File: src/rtl/muldiv_seq.sv
// muldiv_seq: iterative multiply/divide sequencer that owns the HI/LO pair.
// MULT/MULTU use shift-add and DIV/DIVU use restoring division, one bit per
// clock over ITER cycles. MTHI/MTLO write HI/LO directly. A divide by zero
// completes at once (lo = all ones, hi = dividend) without entering RUN.
//
// Ports:
//   clk    - system clock, rising edge
//   rst_n  - synchronous active-low reset
//   start  - request strobe, only looked at while idle
//   op     - 000 MULTU, 001 MULT, 010 DIVU, 011 DIV, 100 MTHI, 101 MTLO
//   dataA  - rs operand (multiplicand / dividend / MT source)
//   dataB  - rt operand (multiplier / divisor)
//   flush  - abort the operation in flight; drops a start seen while idle
//   busy   - high while a mul/div is iterating
//   done   - one-cycle pulse when a mul/div result lands in hi/lo
//   hi, lo - HI/LO architectural registers
module muldiv_seq #(
  parameter int ITER = 32
) (
  input  logic        clk,
  input  logic        rst_n,
  input  logic        start,
  input  logic [2:0]  op,
  input  logic [31:0] dataA,
  input  logic [31:0] dataB,
  input  logic        flush,
  output logic        busy,
  output logic        done,
  output logic [31:0] hi,
  output logic [31:0] lo
);

  typedef enum logic {IDLE, RUN} state_t;

  localparam logic [2:0] OP_MULTU = 3'b000;
  localparam logic [2:0] OP_MULT  = 3'b001;
  localparam logic [2:0] OP_DIVU  = 3'b010;
  localparam logic [2:0] OP_DIV   = 3'b011;
  localparam logic [2:0] OP_MTHI  = 3'b100;
  localparam logic [2:0] OP_MTLO  = 3'b101;
  localparam logic [4:0] LAST     = 5'(ITER - 1);

  state_t      state, state_n;
  logic [4:0]  counter, counter_n;
  logic [63:0] prod, prod_n;
  logic [31:0] opnd, opnd_n;
  logic        is_div, is_div_n;
  logic        neg_lo, neg_lo_n;
  logic        neg_hi, neg_hi_n;
  logic        busy_n, done_n;
  logic [31:0] hi_n, lo_n;

  logic [31:0] abs_a, abs_b;
  logic [32:0] mul_sum;
  logic [63:0] mul_step;
  logic [32:0] div_shift, div_diff;
  logic [63:0] div_step;
  logic [63:0] step;
  logic [63:0] mul_res;
  logic [31:0] commit_hi, commit_lo;

  // Datapath for one iteration. prod holds {accumulator, multiplier} for a
  // multiply and {partial remainder, dividend/quotient} for a divide, so both
  // operations shift the same 64-bit register; opnd is the multiplicand or
  // divisor magnitude.
  always_comb begin
    abs_a = (op[0] && dataA[31]) ? -dataA : dataA;
    abs_b = (op[0] && dataB[31]) ? -dataB : dataB;

    mul_sum  = {1'b0, prod[63:32]} + (prod[0] ? {1'b0, opnd} : 33'd0);
    mul_step = {mul_sum, prod[31:1]};

    // A clear bit 32 of the 33-bit difference means the divisor fit,
    // so the quotient bit is 1 and the difference becomes the remainder.
    div_shift = {prod[63:32], prod[31]};
    div_diff  = div_shift - {1'b0, opnd};
    div_step  = div_diff[32] ? {div_shift[31:0], prod[30:0], 1'b0}
                             : {div_diff[31:0],  prod[30:0], 1'b1};

    step = is_div ? div_step : mul_step;

    // Sign fix-up on the final iteration's value. The quotient and
    // remainder carry separate sign flags.
    mul_res   = neg_lo ? -step : step;
    commit_hi = is_div ? (neg_hi ? -step[63:32] : step[63:32]) : mul_res[63:32];
    commit_lo = is_div ? (neg_lo ? -step[31:0]  : step[31:0])  : mul_res[31:0];
  end

  // Next-state and output logic.
  always_comb begin
    state_n   = state;
    counter_n = counter;
    prod_n    = prod;
    opnd_n    = opnd;
    is_div_n  = is_div;
    neg_lo_n  = neg_lo;
    neg_hi_n  = neg_hi;
    busy_n    = busy;
    done_n    = 1'b0;
    hi_n      = hi;
    lo_n      = lo;

    case (state)
      IDLE: begin
        if (start && !flush) begin
          case (op)
            OP_MULTU, OP_MULT, OP_DIVU, OP_DIV: begin
              if (op[1] && dataB == 32'd0) begin
                lo_n   = 32'hFFFF_FFFF;
                hi_n   = dataA;
                done_n = 1'b1;
              end else begin
                state_n   = RUN;
                busy_n    = 1'b1;
                counter_n = 5'd0;
                is_div_n  = op[1];
                prod_n    = {32'd0, op[1] ? abs_a : abs_b};
                opnd_n    = op[1] ? abs_b : abs_a;
                neg_lo_n  = op[0] & (dataA[31] ^ dataB[31]);
                neg_hi_n  = op[1] ? (op[0] & dataA[31])
                                  : (op[0] & (dataA[31] ^ dataB[31]));
              end
            end
            OP_MTHI: hi_n = dataA;
            OP_MTLO: lo_n = dataA;
            default: ;
          endcase
        end
      end
      RUN: begin
        if (flush) begin
          state_n   = IDLE;
          busy_n    = 1'b0;
          counter_n = 5'd0;
        end else begin
          prod_n    = step;
          counter_n = counter + 5'd1;
          if (counter == LAST) begin
            state_n   = IDLE;
            busy_n    = 1'b0;
            done_n    = 1'b1;
            counter_n = 5'd0;
            hi_n      = commit_hi;
            lo_n      = commit_lo;
          end
        end
      end
      default: begin
        state_n = IDLE;
        busy_n  = 1'b0;
      end
    endcase
  end

  // State register.
  always_ff @(posedge clk) begin
    if (!rst_n) begin
      state   <= IDLE;
      counter <= 5'd0;
      prod    <= 64'd0;
      opnd    <= 32'd0;
      is_div  <= 1'b0;
      neg_lo  <= 1'b0;
      neg_hi  <= 1'b0;
      busy    <= 1'b0;
      done    <= 1'b0;
      hi      <= 32'd0;
      lo      <= 32'd0;
    end else begin
      state   <= state_n;
      counter <= counter_n;
      prod    <= prod_n;
      opnd    <= opnd_n;
      is_div  <= is_div_n;
      neg_lo  <= neg_lo_n;
      neg_hi  <= neg_hi_n;
      busy    <= busy_n;
      done    <= done_n;
      hi      <= hi_n;
      lo      <= lo_n;
    end
  end

endmodule
File: config.mk
export PLATFORM = sky130hd
export DESIGN_NAME = muldiv_seq
export DESIGN_NICKNAME = d
export VERILOG_FILES = /design/src/rtl/muldiv_seq.sv
export SDC_FILE = /design/constraint.sdc
export NUM_CORES = 1
export LEC_CHECK = 0
export CAP_MARGIN = 0
export CORE_MARGIN = 1.5
export CORE_UTILIZATION = 24
export DETAILED_ROUTE_END_ITERATION = 16
export PLACE_DENSITY = 0.42
export SLEW_MARGIN = 40
export SYNTH_ARGS = -nofsm -noshare
export SYNTH_HDL_FRONTEND = slang
export SYNTH_SLANG_ARGS = --single-unit
File: constraint.sdc
create_clock -name clk -period 5.8 [get_ports clk]
set_input_delay 1.16 -clock clk [delete_from_list [all_inputs] [get_ports clk]]
set_output_delay 1.16 -clock clk [all_outputs]
set_load 0.01 [all_outputs]
Word level (Yosys, flattened, before mapping). Cells that the tools add are included.

Bits in registers: 171. Bits of input ports: 71. Output and inout port bits: 66.

$add $sub $neg: 8. Equal/unequal tests: 15. Multiplexer cells: 54. Bitwise gates (word level): 5. Reduce and logical (&&, ||, !) cells: 14.

Operators by type and width (number): $mux W32 (17); $mux W64 (7); $pmux W32 S2 (4); $neg A32 Y32 (4); $pmux W64 S2 (1); $neg A64 Y64 (1); $add A32 B32 Y33 (1); $sub A33 B32 Y33 (1); $logic_not A32 Y1 (1); $mux W5 (5); $mux W1 (16); $reduce_and A4 Y1 (3); $pmux W5 S2 (1); $reduce_and A5 Y1 (2); $eq A3 B2 Y1 const B (2); $eq A3 B3 Y1 const B (2); $ne A2 B2 Y1 const B (3); $ne A3 B1 Y1 const B (2); $pmux W1 S2 (3); $add A5 B1 Y5 const B (1); $eq A5 B5 Y1 const B (1); $logic_and A1 B1 Y1 (4); $ne A2 B1 Y1 const B (2); $reduce_or A4 Y1 (1); 9 further kinds (11).

Depth between registers and ports, before layout.
Depth in word-level cells: 9. Depth in mapped cells: 26.

Worst setup path before layout. Ideal clock, no wire load.

Path kind: register to register. Start: reg prod[31]. End: reg hi[26]. Data arrival time: 5402 ps. Data required time: 5666 ps. Setup slack: 264 ps. Stages on the path, launching flop included: 26. Buffers on the path: 3. Period minus slack after synthesis: 5536 ps. Path through: dfxtp_1 -> inv_1 -> ha_1 -> inv_1 -> fa_1 -> a211oi_1 -> nor4_2 -> nor3_2 -> o32ai_1 -> a211oi_2 -> buf_6 -> buf_4 -> clkbuf_1 -> mux2i_1 -> a21oi_1 -> inv_1 -> ha_1 -> nand3_1 -> a2111oi_0 -> a311oi_1 -> a211o_1 -> nor4_1 -> nand4_1 -> a21oi_1 -> xor2_1 -> o22ai_1.

Word-level cells in the longest chain between the ends: 9. Elaborated cells on any way between the ends: 11. Classes of those cells: add/sub (3); mux (8).

Ends and longest elaborated chain: start: declaration (line 45) `logic [63:0] prod, prod_n;`; start signal: assignment (line 172) `prod <= prod_n;`; $sub A33 B32 Y33 (line 76) `div_diff = div_shift - {1'b0, opnd};`; $mux W64 (line 77) `div_step = div_diff[32] ? {div_shift[31:0], prod[30:0], 1'b0}`; $mux W64 (*) (line 80) `step = is_div ? div_step : mul_step;`; $neg A64 Y64 / $neg A32 Y32 (equally long branches) (line 84, 85); $mux W64 / $mux W32 (equally long branches) (line 84, 85); $mux W32 (*) (line 85) `commit_hi = is_div ? (neg_hi ? -step[63:32] : step[63:32]) : mul_res[63:32];`; $mux W32 (*) (line 138) `if (counter == LAST) begin`; $mux W32 (*) (line 131) `if (flush) begin`; $pmux W32 S2 (*) (line 103) `case (state)`; end signal: assignment (line 179) `hi <= hi_n;`; end: declaration (line 29) `output logic [31:0] hi,`.

Mark *: on every way between the ends. The rest lies on a longest branch, timed or not. The select of a mux whose other input is x is not followed. A chain may end at the register's enable or synchronous reset.

Final worst setup path. Same ends and word-level chain as after synthesis.

==> impl_metrics.yaml <==
status:
  run_status: "completed"
logic_synthesis:
  synthFlopType: "sky130_fd_sc_hd__dfxtp_1"
  mapped_cell_area_sq_um: 16110
  yosys_warnings: 0
  yosysSeqAreaShare_pct: 21.25
  synth.avg_cell_area_sq_um: 7.000
  netlist_instances: 2301
  yosysUniqueCellTypes: 92
  async_reset_ff_share_pct: 0
  synth.largest_area_cell: "sky130_fd_sc_hd__dfxtp_1"
  total_nets_after_synthesis: 2444
  number_of_synthesized_flops_with_an_enable_pin: 0
  synth.area.top_cells: "sky130_fd_sc_hd__dfxtp_1, sky130_fd_sc_hd__nor2_1, sky130_fd_sc_hd__a21oi_1"
  ys_ff_latch: 171
  netlist.area_leader.share_pct: 21.25
clock_network:
  ctsHoldBuffers: 0
  ctsRootBufferMaster: "sky130_fd_sc_hd__clkbuf_16"
  tritoncts: "yes"
  cts_num_sinks: 171
  cts_max_path_buffers: 2
  cts.htree.levels: 4
  clkLatencyLatePin_ns: 0.48
  cts.clk_slew.worst_paths_ns: 0.08
  cts_buffers: 17
layout:
  area_growth_pct: 21.14
  post-route-util_pct: 29.52
  final_stage_net_count: 2560
  post-route-cell-area_sq_um: 19510
  fillers: 7334
  drive_above_1_share_pct: 8.316
power_and_ir_drop:
  power.internal_mw: 2.250
  power_switching_mw: 1.351
  power_density_nw_per_um2: 184.6
  seq_power_share_pct: 34.9
  power_leakage_nw: 7.366
  sw_frac_of_total_pct: 37.52
  p_total_mw: 3.601
  vdd.ir_drop.worst_mv: 0.2153
  pwr-share-comb_pct: 32.1
  clockPowerShare_pct: 33.0
grt:
  number_of_global_route_vias_before_repair: 17400
  grt_start_max_net_pins: 96
  sum_of_overflow_across_all_layers_after_global_routing: 0
  grt_pass1_wl_mm: 112.9
  globalRouteTotalUtil_pct: 22.04
  grt_antenna_before_repair: 11
placed_design:
  port-buffer-count: 136
  dpl-instance-area_sq_um: 18890
  place_congestion: 0.9173
  hpwlAfterDp_mm: 60.46
route:
  drc: 0
  drt-pass1-iter-count: 5
  route.antenna.remaining_nets: 0
  routedWlPerCell_um: 23.33
  detail_route.iter0.violations: 1395
  vias_per_cell: 5.473
  totalWireLength_mm: 76.88
  route.vias.total: 18030
timing:
  clock_skew_ns: 0.01425
  fin_crit_ns: 5.419
  finalCritPeriodShare_pct: 93.44
  maxClockFrequency_ghz: 0.1845
  rsz0062_at_grt: "no"
  final.setup.tns_ns: 0
  drv_slew: 0
  timing.final.hold_violations: 0
  headroom_to_the_max_slew_limit_pct: 40.33
  tightestPinTransition_ns: 0.8911
  setup_viol: 0
worst_setup_path:
  crit_path_start_kind: "flip-flop"
  worst-endpoint-arrival_ns: 5.76
  critical_setup_path_class: "reg -> reg"
  cp.required_ns: 6.14
  crit_path_max_fanout: 5
  end_kind: "flip-flop"
die:
  core.rowCount: 94
  ios: 137
  die_h_um: 262.1
  dieArea_sq_um: 68680
  starting_density_pct: 24.37
  die_width_um: 262.1
  core_area_sq_um: 66100
job:
  cap_violations: 0
min_path:
  worst_hold_path_type: "reg -> reg"
==> worst paths after layout <==
| kind | startpoint | end | slack [ns] | depth (start not counted) |
|---|---|---|---|---|
| setup / recovery | prod[31] | hi[26] | 0.38 | 24 |
| hold / removal | hi[9] | hi[9] | 0.46 | 2 |
| setup reg to reg | prod[31] | hi[26] | 0.38 | 24 |
| hold reg to reg | hi[9] | hi[9] | 0.46 | 2 |
==> cell type report <==
type	count	area, sq um	share of cell area, %
multi-input combinational	1904	11900	60.97
sequential	171	3431	17.58
timing repair buffer	250	2262	11.59
tap	864	1081	5.540
clock buffer	20	446.7	2.289
inverter	73	276.5	1.417
clock inverter	11	113.9	0.5835
antenna	2	5.005	0.02565
==> power groups by stage <==
stage,registers (mW),clock network [mW],logic [mW]
after floorplan,1.28,0,0.671
after global placement,1.28,0,1.13
after detailed placement,1.28,0,1.13
after CTS,1.26,1.22,1.14
after global routing,1.26,1.26,1.24
final,1.26,1.19,1.15
==> cell usage after synthesis, types with 34 or more instances <==
cell	instances
sky130_fd_sc_hd__nor3_1	61
sky130_fd_sc_hd__xor2_1	62
sky130_fd_sc_hd__nor2_1	313
sky130_fd_sc_hd__inv_1	70
sky130_fd_sc_hd__nand3_1	67
sky130_fd_sc_hd__clkbuf_1	117
sky130_fd_sc_hd__mux2i_1	54
sky130_fd_sc_hd__a21oi_1	232
sky130_fd_sc_hd__o21ai_0	121
sky130_fd_sc_hd__xnor2_1	91
sky130_fd_sc_hd__dfxtp_1	171
sky130_fd_sc_hd__ha_1	70
sky130_fd_sc_hd__a31oi_1	34
sky130_fd_sc_hd__nand2_1	225
sky130_fd_sc_hd__and2_1	46
sky130_fd_sc_hd__o211ai_1	56
sky130_fd_sc_hd__a211oi_1	83
==> through the flow <==
step | worst slack (ns) | hold WS, ns | instances
after floorplan | 0.2639 | 0.4403 | 2301
after CTS | 0.3087 | 0.4639 | 3292
after detailed placement | 0.3570 | 0.4536 | 3261
after global routing | 0.007873 | 0.4834 | 3293
final | 0.3807 | 0.4641 | 3295
after global placement | 0.4342 | 0.4519 | 3259
==> logic make-up (layout without fill, tap and decap cells) <==
logic type	Yosys count	count (layout)	synth area share, %
AOI/OAI and AO/OA	733	733	29.66
xor gates and xnor gates	153	153	8.319
adders and majority gates	72	72	5.686
buffers and inverters	226	354	5.554
DFF	171	171	21.25
muxes	59	59	3.705
other	0	2	0
and+or+nand+nor	887	887	25.83
==> layout by cell type (no fill, tap or decap), types with 11 or more instances in the layout <==
master                            instances
sky130_fd_sc_hd__and2_1                  46
sky130_fd_sc_hd__o21a_1                  11
sky130_fd_sc_hd__and3_1                  19
sky130_fd_sc_hd__inv_1                   70
sky130_fd_sc_hd__nand2_1                224
sky130_fd_sc_hd__clkdlybuf4s50_1        135
sky130_fd_sc_hd__a21o_1                  28
sky130_fd_sc_hd__nand3_1                 67
sky130_fd_sc_hd__buf_4                  109
sky130_fd_sc_hd__xor2_1                  62
sky130_fd_sc_hd__o21ai_0                121
sky130_fd_sc_hd__or3_1                   18
sky130_fd_sc_hd__nand4_1                 23
sky130_fd_sc_hd__mux2i_1                 54
sky130_fd_sc_hd__o211ai_1                56
sky130_fd_sc_hd__dfxtp_1                169
sky130_fd_sc_hd__a211oi_1                77
sky130_fd_sc_hd__xnor2_1                 91
sky130_fd_sc_hd__ha_1                    67
sky130_fd_sc_hd__nor2_1                 311
sky130_fd_sc_hd__nor3_1                  61
sky130_fd_sc_hd__a21oi_1                232
sky130_fd_sc_hd__nor4_1                  23
sky130_fd_sc_hd__clkbuf_16               17
sky130_fd_sc_hd__o31ai_1                 20
sky130_fd_sc_hd__a31oi_1                 34
sky130_fd_sc_hd__nand2b_1                21
sky130_fd_sc_hd__o22ai_1                 15
sky130_fd_sc_hd__o21bai_1                19
==> routing by layer <==
layer  wire length [um]  GRT usage [%]  up-vias  part of all wire (%)
met5                 11              0        -                 0.014
met4               2032          6.429        2                   2.6
met3               3764          2.942       85                   4.9
met2              36490          36.89      507                    47
met1              34580          29.38     8859                    45
li1                   -              -     8581                     -
==> registers in the layout, indices dropped and copies added, names as in the netlist <==
name,cells
busy,1
counter,5
done,1
hi,32
is_div,1
lo,32
neg_hi,1
neg_lo,1
opnd,32
prod,64
state,1
==> worst max-delay path, cell delays in order, from the launching register on <==
cell,delay (ns)
sky130_fd_sc_hd__dfxtp_1,0.35
sky130_fd_sc_hd__inv_1,0.07
sky130_fd_sc_hd__ha_1,0.15
sky130_fd_sc_hd__inv_1,0.05
sky130_fd_sc_hd__fa_1,0.44
sky130_fd_sc_hd__a211oi_2,0.34
sky130_fd_sc_hd__nor4_4,0.10
sky130_fd_sc_hd__nor3_2,0.28
sky130_fd_sc_hd__o32ai_1,0.13
sky130_fd_sc_hd__buf_4,0.16
sky130_fd_sc_hd__a211oi_4,0.30
sky130_fd_sc_hd__mux2i_1,0.29
sky130_fd_sc_hd__a21oi_1,0.15
sky130_fd_sc_hd__inv_1,0.09
sky130_fd_sc_hd__ha_1,0.27
sky130_fd_sc_hd__nand3_1,0.13
sky130_fd_sc_hd__a2111oi_2,0.42
sky130_fd_sc_hd__a311oi_2,0.14
sky130_fd_sc_hd__a211o_1,0.32
sky130_fd_sc_hd__nor4_1,0.32
sky130_fd_sc_hd__buf_4,0.18
sky130_fd_sc_hd__nand4_1,0.09
sky130_fd_sc_hd__a21oi_1,0.20
sky130_fd_sc_hd__xor2_1,0.17
sky130_fd_sc_hd__o22ai_1,0.09
==> what timing repair did <==
item / CTS / global route
buffers inserted: 0 / 0
setup endpoints to repair: 0 / 9
resized for setup: 0 / 9
endpoints found under the hold margin: 0 / 0
Note: power is estimated with default switching activity, not from simulation.
